`src/rtl/nfc_sys_supervisor.sv`:
```
// Board supervisor: PLL-lock qualification, core reset sequencing, lock-loss count, status LEDs.
// Latency: pll_locked -> core_rstn rise = 2 sync + LOCK_FILTER + RST_HOLD_CYCLES cycles; LEDs 1 cycle.
// Backpressure: none; free-running, every input is sampled each cycle.
module nfc_sys_supervisor #(
  parameter int N_LED           = 3,
  parameter int LOCK_FILTER     = 16,
  parameter int RST_HOLD_CYCLES = 1024,
  parameter int STRETCH_CYCLES  = 4068000,
  parameter int BLINK_HALF      = 8136000
) (
  input  logic               clk,
  input  logic               rstn,
  input  logic               pll_locked,
  output logic               core_rstn,
  input  logic [N_LED-1:0]   status_in,
  input  logic [2*N_LED-1:0] led_mode,
  output logic [N_LED-1:0]   led,
  output logic               running,
  output logic [7:0]         lock_loss_cnt
);
  localparam int FW = $clog2(LOCK_FILTER + 1);
  localparam int HW = $clog2(RST_HOLD_CYCLES + 1);
  localparam int SW = $clog2(STRETCH_CYCLES + 1);
  localparam int BW = $clog2(BLINK_HALF + 1);
  localparam logic [FW-1:0] FILT_LAST  = FW'(LOCK_FILTER - 1);
  localparam logic [HW-1:0] HOLD_LAST  = HW'(RST_HOLD_CYCLES - 1);
  localparam logic [SW-1:0] SCNT_LOAD  = SW'(STRETCH_CYCLES);
  localparam logic [BW-1:0] BLINK_LAST = BW'(BLINK_HALF - 1);

  typedef enum logic [1:0] {WAIT_LOCK, HOLD, RUN} state_t;

  state_t          r_state, w_state_nxt;
  logic            r_sync1, r_lk;
  logic [FW-1:0]   r_filt, w_filt_nxt;
  logic [HW-1:0]   r_hold, w_hold_nxt;
  logic [7:0]      r_loss, w_loss_nxt;
  logic            r_core_rstn, r_running;
  logic [N_LED-1:0]   r_prev, r_led, w_led_nxt;
  logic [2*N_LED-1:0] r_mode_q;
  logic            w_active;

  // Two-flop synchroniser for the asynchronous PLL lock.
  always_ff @(posedge clk or negedge rstn) begin
    if (!rstn) begin
      r_sync1 <= 1'b0;
      r_lk    <= 1'b0;
    end else begin
      r_sync1 <= pll_locked;
      r_lk    <= r_sync1;
    end
  end

  // Sequencer state, counters and registered reset/running outputs.
  always_ff @(posedge clk or negedge rstn) begin
    if (!rstn) begin
      r_state     <= WAIT_LOCK;
      r_filt      <= '0;
      r_hold      <= '0;
      r_loss      <= '0;
      r_core_rstn <= 1'b0;
      r_running   <= 1'b0;
    end else begin
      r_state     <= w_state_nxt;
      r_filt      <= w_filt_nxt;
      r_hold      <= w_hold_nxt;
      r_loss      <= w_loss_nxt;
      r_core_rstn <= (w_state_nxt == RUN);
      r_running   <= (w_state_nxt == RUN);
    end
  end

  // Next state: filter consecutive lock, hold core in reset, count lock losses from RUN only.
  always_comb begin
    w_state_nxt = r_state;
    w_filt_nxt  = '0;
    w_hold_nxt  = '0;
    w_loss_nxt  = r_loss;
    case (r_state)
      WAIT_LOCK: begin
        if (r_lk) begin
          if (r_filt == FILT_LAST) w_state_nxt = HOLD;
          else                     w_filt_nxt  = r_filt + FW'(1);
        end
      end
      HOLD: begin
        if (!r_lk)                     w_state_nxt = WAIT_LOCK;
        else if (r_hold == HOLD_LAST)  w_state_nxt = RUN;
        else                           w_hold_nxt  = r_hold + HW'(1);
      end
      RUN: begin
        if (!r_lk) begin
          w_state_nxt = WAIT_LOCK;
          if (r_loss != 8'hFF) w_loss_nxt = r_loss + 8'd1;
        end
      end
      default: w_state_nxt = WAIT_LOCK;
    endcase
  end

  // LEDs run only while RUN is held across the edge, so they clear on the same edge running drops.
  assign w_active = (r_state == RUN) && (w_state_nxt == RUN);

  // Previous-cycle status (edge detect) and mode copy (change detect); tracked even outside RUN.
  always_ff @(posedge clk or negedge rstn) begin
    if (!rstn) begin
      r_prev   <= '0;
      r_mode_q <= '0;
      r_led    <= '0;
    end else begin
      r_prev   <= status_in;
      r_mode_q <= led_mode;
      r_led    <= w_led_nxt;
    end
  end

  for (genvar gi = 0; gi < N_LED; gi++) begin : g_ch
    logic [1:0]    w_mode;
    logic          w_chg, w_rise, w_led_ch;
    logic [SW-1:0] r_scnt, w_scnt_nxt;
    logic [BW-1:0] r_bcnt, w_bcnt_nxt;
    logic          r_bph, w_bph_nxt;

    assign w_mode = led_mode[2*gi +: 2];
    assign w_chg  = (w_mode != r_mode_q[2*gi +: 2]);
    assign w_rise = status_in[gi] & ~r_prev[gi];

    // Per-mode LED decode; counters of inactive modes and of a just-changed mode stay cleared.
    always_comb begin
      w_scnt_nxt = '0;
      w_bcnt_nxt = '0;
      w_bph_nxt  = 1'b0;
      w_led_ch   = 1'b0;
      if (w_active) begin
        case (w_mode)
          2'd0: w_led_ch = status_in[gi];
          2'd1: begin
            if (!w_chg) begin
              if (w_rise)              w_scnt_nxt = SCNT_LOAD;
              else if (r_scnt != '0)   w_scnt_nxt = r_scnt - SW'(1);
              w_led_ch = (w_scnt_nxt != '0);
            end
          end
          2'd2: begin
            if (!w_chg && status_in[gi]) begin
              w_led_ch = ~r_bph;
              if (r_bcnt == BLINK_LAST) begin
                w_bph_nxt = ~r_bph;
              end else begin
                w_bcnt_nxt = r_bcnt + BW'(1);
                w_bph_nxt  = r_bph;
              end
            end
          end
          default: w_led_ch = ~status_in[gi];
        endcase
      end
    end

    // Stretch and blink counters.
    always_ff @(posedge clk or negedge rstn) begin
      if (!rstn) begin
        r_scnt <= '0;
        r_bcnt <= '0;
        r_bph  <= 1'b0;
      end else begin
        r_scnt <= w_scnt_nxt;
        r_bcnt <= w_bcnt_nxt;
        r_bph  <= w_bph_nxt;
      end
    end

    assign w_led_nxt[gi] = w_led_ch;
  end

  assign core_rstn     = r_core_rstn;
  assign running       = r_running;
  assign lock_loss_cnt = r_loss;
  assign led           = r_led;
endmodule

```
`config.mk`:
```
export PLATFORM = sky130hd
export DESIGN_NAME = nfc_sys_supervisor
export DESIGN_NICKNAME = d
export VERILOG_FILES = /design/src/rtl/nfc_sys_supervisor.sv
export SDC_FILE = /design/constraint.sdc
export NUM_CORES = 1
export LEC_CHECK = 0
export ABC_AREA = 1
export CORE_MARGIN = 5
export CORE_UTILIZATION = 55
export CTS_CLUSTER_SIZE = 25
export DETAILED_ROUTE_END_ITERATION = 6
export GPL_ROUTABILITY_DRIVEN = 0
export GPL_TIMING_DRIVEN = 0
export PLACE_DENSITY = 0.72
export SYNTH_ARGS = -nofsm -noshare
export SYNTH_HDL_FRONTEND = slang
export SYNTH_SLANG_ARGS = --single-unit
```
`constraint.sdc`:
```
create_clock -name clk -period 5.11 [get_ports clk]
set_input_delay 1.022 -clock clk [delete_from_list [all_inputs] [get_ports clk]]
set_output_delay 1.022 -clock clk [all_outputs]
set_load 0.02 [all_outputs]
```
==> impl_summary.md <==
Status
The run finished with clean final reports.

Final layout
The number of nets in the layout is 1325. The area growth from synthesis to layout is 12.3%. The ratio of cells with drive above 1 in the final layout is 7.14%.

The number of antenna cells inserted is 0. The library cell used most frequently in the layout, excluding fill and tap cells, is nand2_1. In the layout the commonest cells are nand2_1, nor2_1, dfrtp_1. The finished cells cover 0.0109 mm².

Setup path
Along the worst path, the maximum fanout reaches 10. The required time at the endpoint of the critical path is 5400 ps. The largest incremental delay on the critical path is 510 ps. STA classifies the critical path startpoint as an input port. Counting stages on the worst path, the most repeated cell is nor2_1. For the worst setup path, the data arrival time is 3050 ps. Among cell families on the critical path, the largest total delay comes from buffers and inverters. The classification of the worst setup path is input port to flop.

The sum of buffers and inverters on the critical path is 4. The cell type of the slowest stage on the worst timing path is clkdlybuf4s50_1. STA classifies the critical path endpoint as a flop. The signal on the critical path passes through clkdlybuf4s50_1, inv_1, nor2_1, inv_1, nand2_1, buf_4, nor2_1, nor2_1, nand2_1, nor2_1, nand3_1, nand2_1, a21oi_1.

Clocking
Gates resized during post-CTS repair numbered 0. The CTS tree is done. The number of H-tree branching levels is 4. At the later pin of the worst-skew pair, clock insertion delay measures 430 ps. The CTS buffer count is 17. The number of hold-repair buffers added at the cts stage is 0. The maximum number of buffers from clock root to sink is 2.

Counting every sink on the clock net gives 179. Clock-pin slew was measured on the worst setup and hold paths at 70 ps. Once the clock tree was built, the setup fixing pass inserted 0 buffers. The cell at the root of the clock tree is clkbuf_16.

Hold path
The type of the most critical hold path is flop to flop.

Yosys
The top-area cell type share of the netlist area is 46.1%. The top flip-flop cell by instance count after synthesis is dfrtp_1. The sequential element share of the synthesized area is 46.1%. The largest total area in the synthesized netlist belongs to dfrtp_1. The number of cells produced by synthesis is 1260.

Sorting the synthesized cells by area gives the leading types as dfrtp_1, nand2_1, nor2_1, inv_1, nand3_1. Yosys mapped a number of flops with a built-in enable equal to 0. The count of synthesis-stage warnings from yosys is 0. The share of synthesized flip-flops with an asynchronous set or reset is 100%.

The net count of the mapped netlist is 1281. The flip-flop and latch count after synthesis is 179. In this run the mean area of a mapped cell was 7.71 µm². The cell area after synthesis is 0.00971 mm².

The synthesized netlist contains 47 unique library cells.

Timing
On the final layout, the worst clock skew is 10.0 ps. The highest attainable clock frequency is 363 MHz. The count of final max-slew check failures is 0. The final critical-path required period is 2750 ps. The setup total negative slack is 0 ps.

The hold violation total from the final report is 0. At the pin with the least slew margin, the transition time is 611 ps. The worst hold slack is 349 ps. The worst slew margin relative to its limit is 59.3%.

Setup violations remaining at the end of the flow were counted as 0. The final critical-path share of the clock period is 53.9%. Setup repair after global routing left no endpoint under its margin.

Pwr
For this design the ratio of total power to cell area is 267 mW/mm². The switching share of total power is 21.6%. The worst-case IR drop observed on VDD is 0.294 mV. In this run, flip-flops and latches consume 49.0% of the power. Internal power comes to 2.28 mW.

The share of total power dissipated in combinational logic is 2.6%. The power spent charging and discharging nets is 628 µW. The clock network accounts for 48.4% of the total power. The static leakage is 5.24 nW.

The design draws 2.91 mW.

Placement
The instance area at placement is 0.0103 mm². The number of port buffers is 24. The HPWL after detailed placement is 14.3 mm.

Die
The floorplan step set the die height to 143 µm. After floorplanning, the core was divided into 48 placement rows. The starting utilization of the core area is 56.1%. The die covers 0.0204 mm². Measured along the x axis, the die boundary spans 143 µm. The boundary pin count is 25. The core region is 0.0173 mm².

Route
The routed design has 20.3 mm of wire. The total via count after detailed routing is 8082. In the final routed layout, each cell accounts on average for 13.2 µm. The first-iteration detailed-routing DRC count is 488.

Using the TritonRoute via totals, the vias-per-cell ratio works out to 5.24. The count of nets left with antenna violations once routing finished came out at 0. The number of design rule violations left after detail routing is 0.

The first detailed-routing pass ran for 5 iterations.

Global routing
The wire length of the first global-routing pass is 35.4 mm. The via count of the first global-routing pass is 7842. Global routing used 21.0% of the available tracks across all layers. The initial antenna violation count was 0. The largest net degree at the start of global routing is 123. After global routing the overflow that remains totals 0.

Job
The max-capacitance violation count is 0.
==> registers in the layout (all words and copies together) (netlist names) <==
name	flops
r_hold	11
g_ch.r_scnt	66
g_ch.r_bcnt	69
led	3
lock_loss_cnt	8
r_state	2
running	1
r_prev	3
r_sync1	1
g_ch.r_bph	3
r_lk	1
r_mode_q	6
r_filt	5
==> kinds of logic (layout without fill, tap and decap cells) <==
| logic type | Yosys count | in the layout | share of synthesized area [%] |
|---|---|---|---|
| buffers and inverters | 163 | 219 | 6.56 |
| and+or+nand+nor | 753 | 753 | 35.0 |
| xor gates and xnor gates | 67 | 67 | 6.04 |
| adders and majority gates | 9 | 9 | 1.16 |
| muxes | 1 | 1 | 0.116 |
| DFF | 179 | 179 | 46.1 |
| AOI/OAI and AO/OA | 88 | 88 | 5.01 |
==> power by group through the flow <==
stage	clock, mW	sequential (mW)	combinational, mW
after floorplan	0	1.45	0.0271
after global placement	0	1.45	0.0746
after detailed placement	0	1.45	0.0781
after CTS	1.44	1.43	0.0783
after global routing	1.49	1.43	0.0888
final	1.41	1.43	0.0752
==> synth_stat cells, types with 3 or more instances <==
cell / number
nor2_4: 7
o21ai_0: 24
nand4_1: 30
o21bai_1: 5
nand3_2: 4
buf_2: 5
nor4_1: 6
dfrtp_1: 179
clkbuf_1: 13
nand3_1: 92
nor3b_1: 9
nor2_1: 246
nor2_2: 16
nand2_2: 5
buf_4: 3
a31oi_1: 3
a211oi_1: 3
xnor2_1: 21
nand3b_1: 7
a21oi_1: 46
or2_2: 3
ha_1: 9
inv_1: 137
nor3_1: 51
nand2_1: 264
inv_2: 3
xor2_1: 46
==> stage by stage <==
stage | utilization (%) | std cells | setup WS (ps)
finish | 63.0 | 1541 | 2360
global route | 63.0 | 1541 | 2230
CTS | 63.0 | 1541 | 2410
detailed placement | 59.3 | 1510 | 1980
global placement | 59.2 | 1509 | -4510
floorplan | - | 1260 | 2950
==> cell type report <==
class / count / area, µm²
Fill cell: 1505 / 6390
Multi-Input combinational cell: 918 / 4590
Sequential cell: 179 / 4480
Inverter: 140 / 526
Clock buffer: 18 / 439
Tap cell: 225 / 282
Timing Repair Buffer: 25 / 273
Clock inverter: 13 / 198
Buffer: 23 / 111
==> path summary, 6_finish.rpt <==
| kind | from | to | slack [ps] | depth (start not counted) |
|---|---|---|---|---|
| max | status_in[1] | led[1] | 2360 | 13 |
| min | r_sync1 | r_lk | 350 | 0 |
| max reg2reg | g_ch[0].r_scnt[0] | led[0] | 2650 | 14 |
| min reg2reg | r_sync1 | r_lk | 350 | 0 |
| max in group asynchronous | rstn | r_mode_q[0] | 3660 | 2 |
| min in group asynchronous | rstn | g_ch[1].r_scnt[5] | 520 | 1 |
==> routing by layer <==
| metal | wire length [µm] | GRT usage [%] |
|---|---|---|
| met1 | 9570 | 28.5 |
| met2 | 9760 | 35.1 |
| met3 | 772 | 3.92 |
| met4 | 242 | 5.15 |
| met5 | 0 | 0 |
No activity file was read; power rests on OpenSTA's default activity.
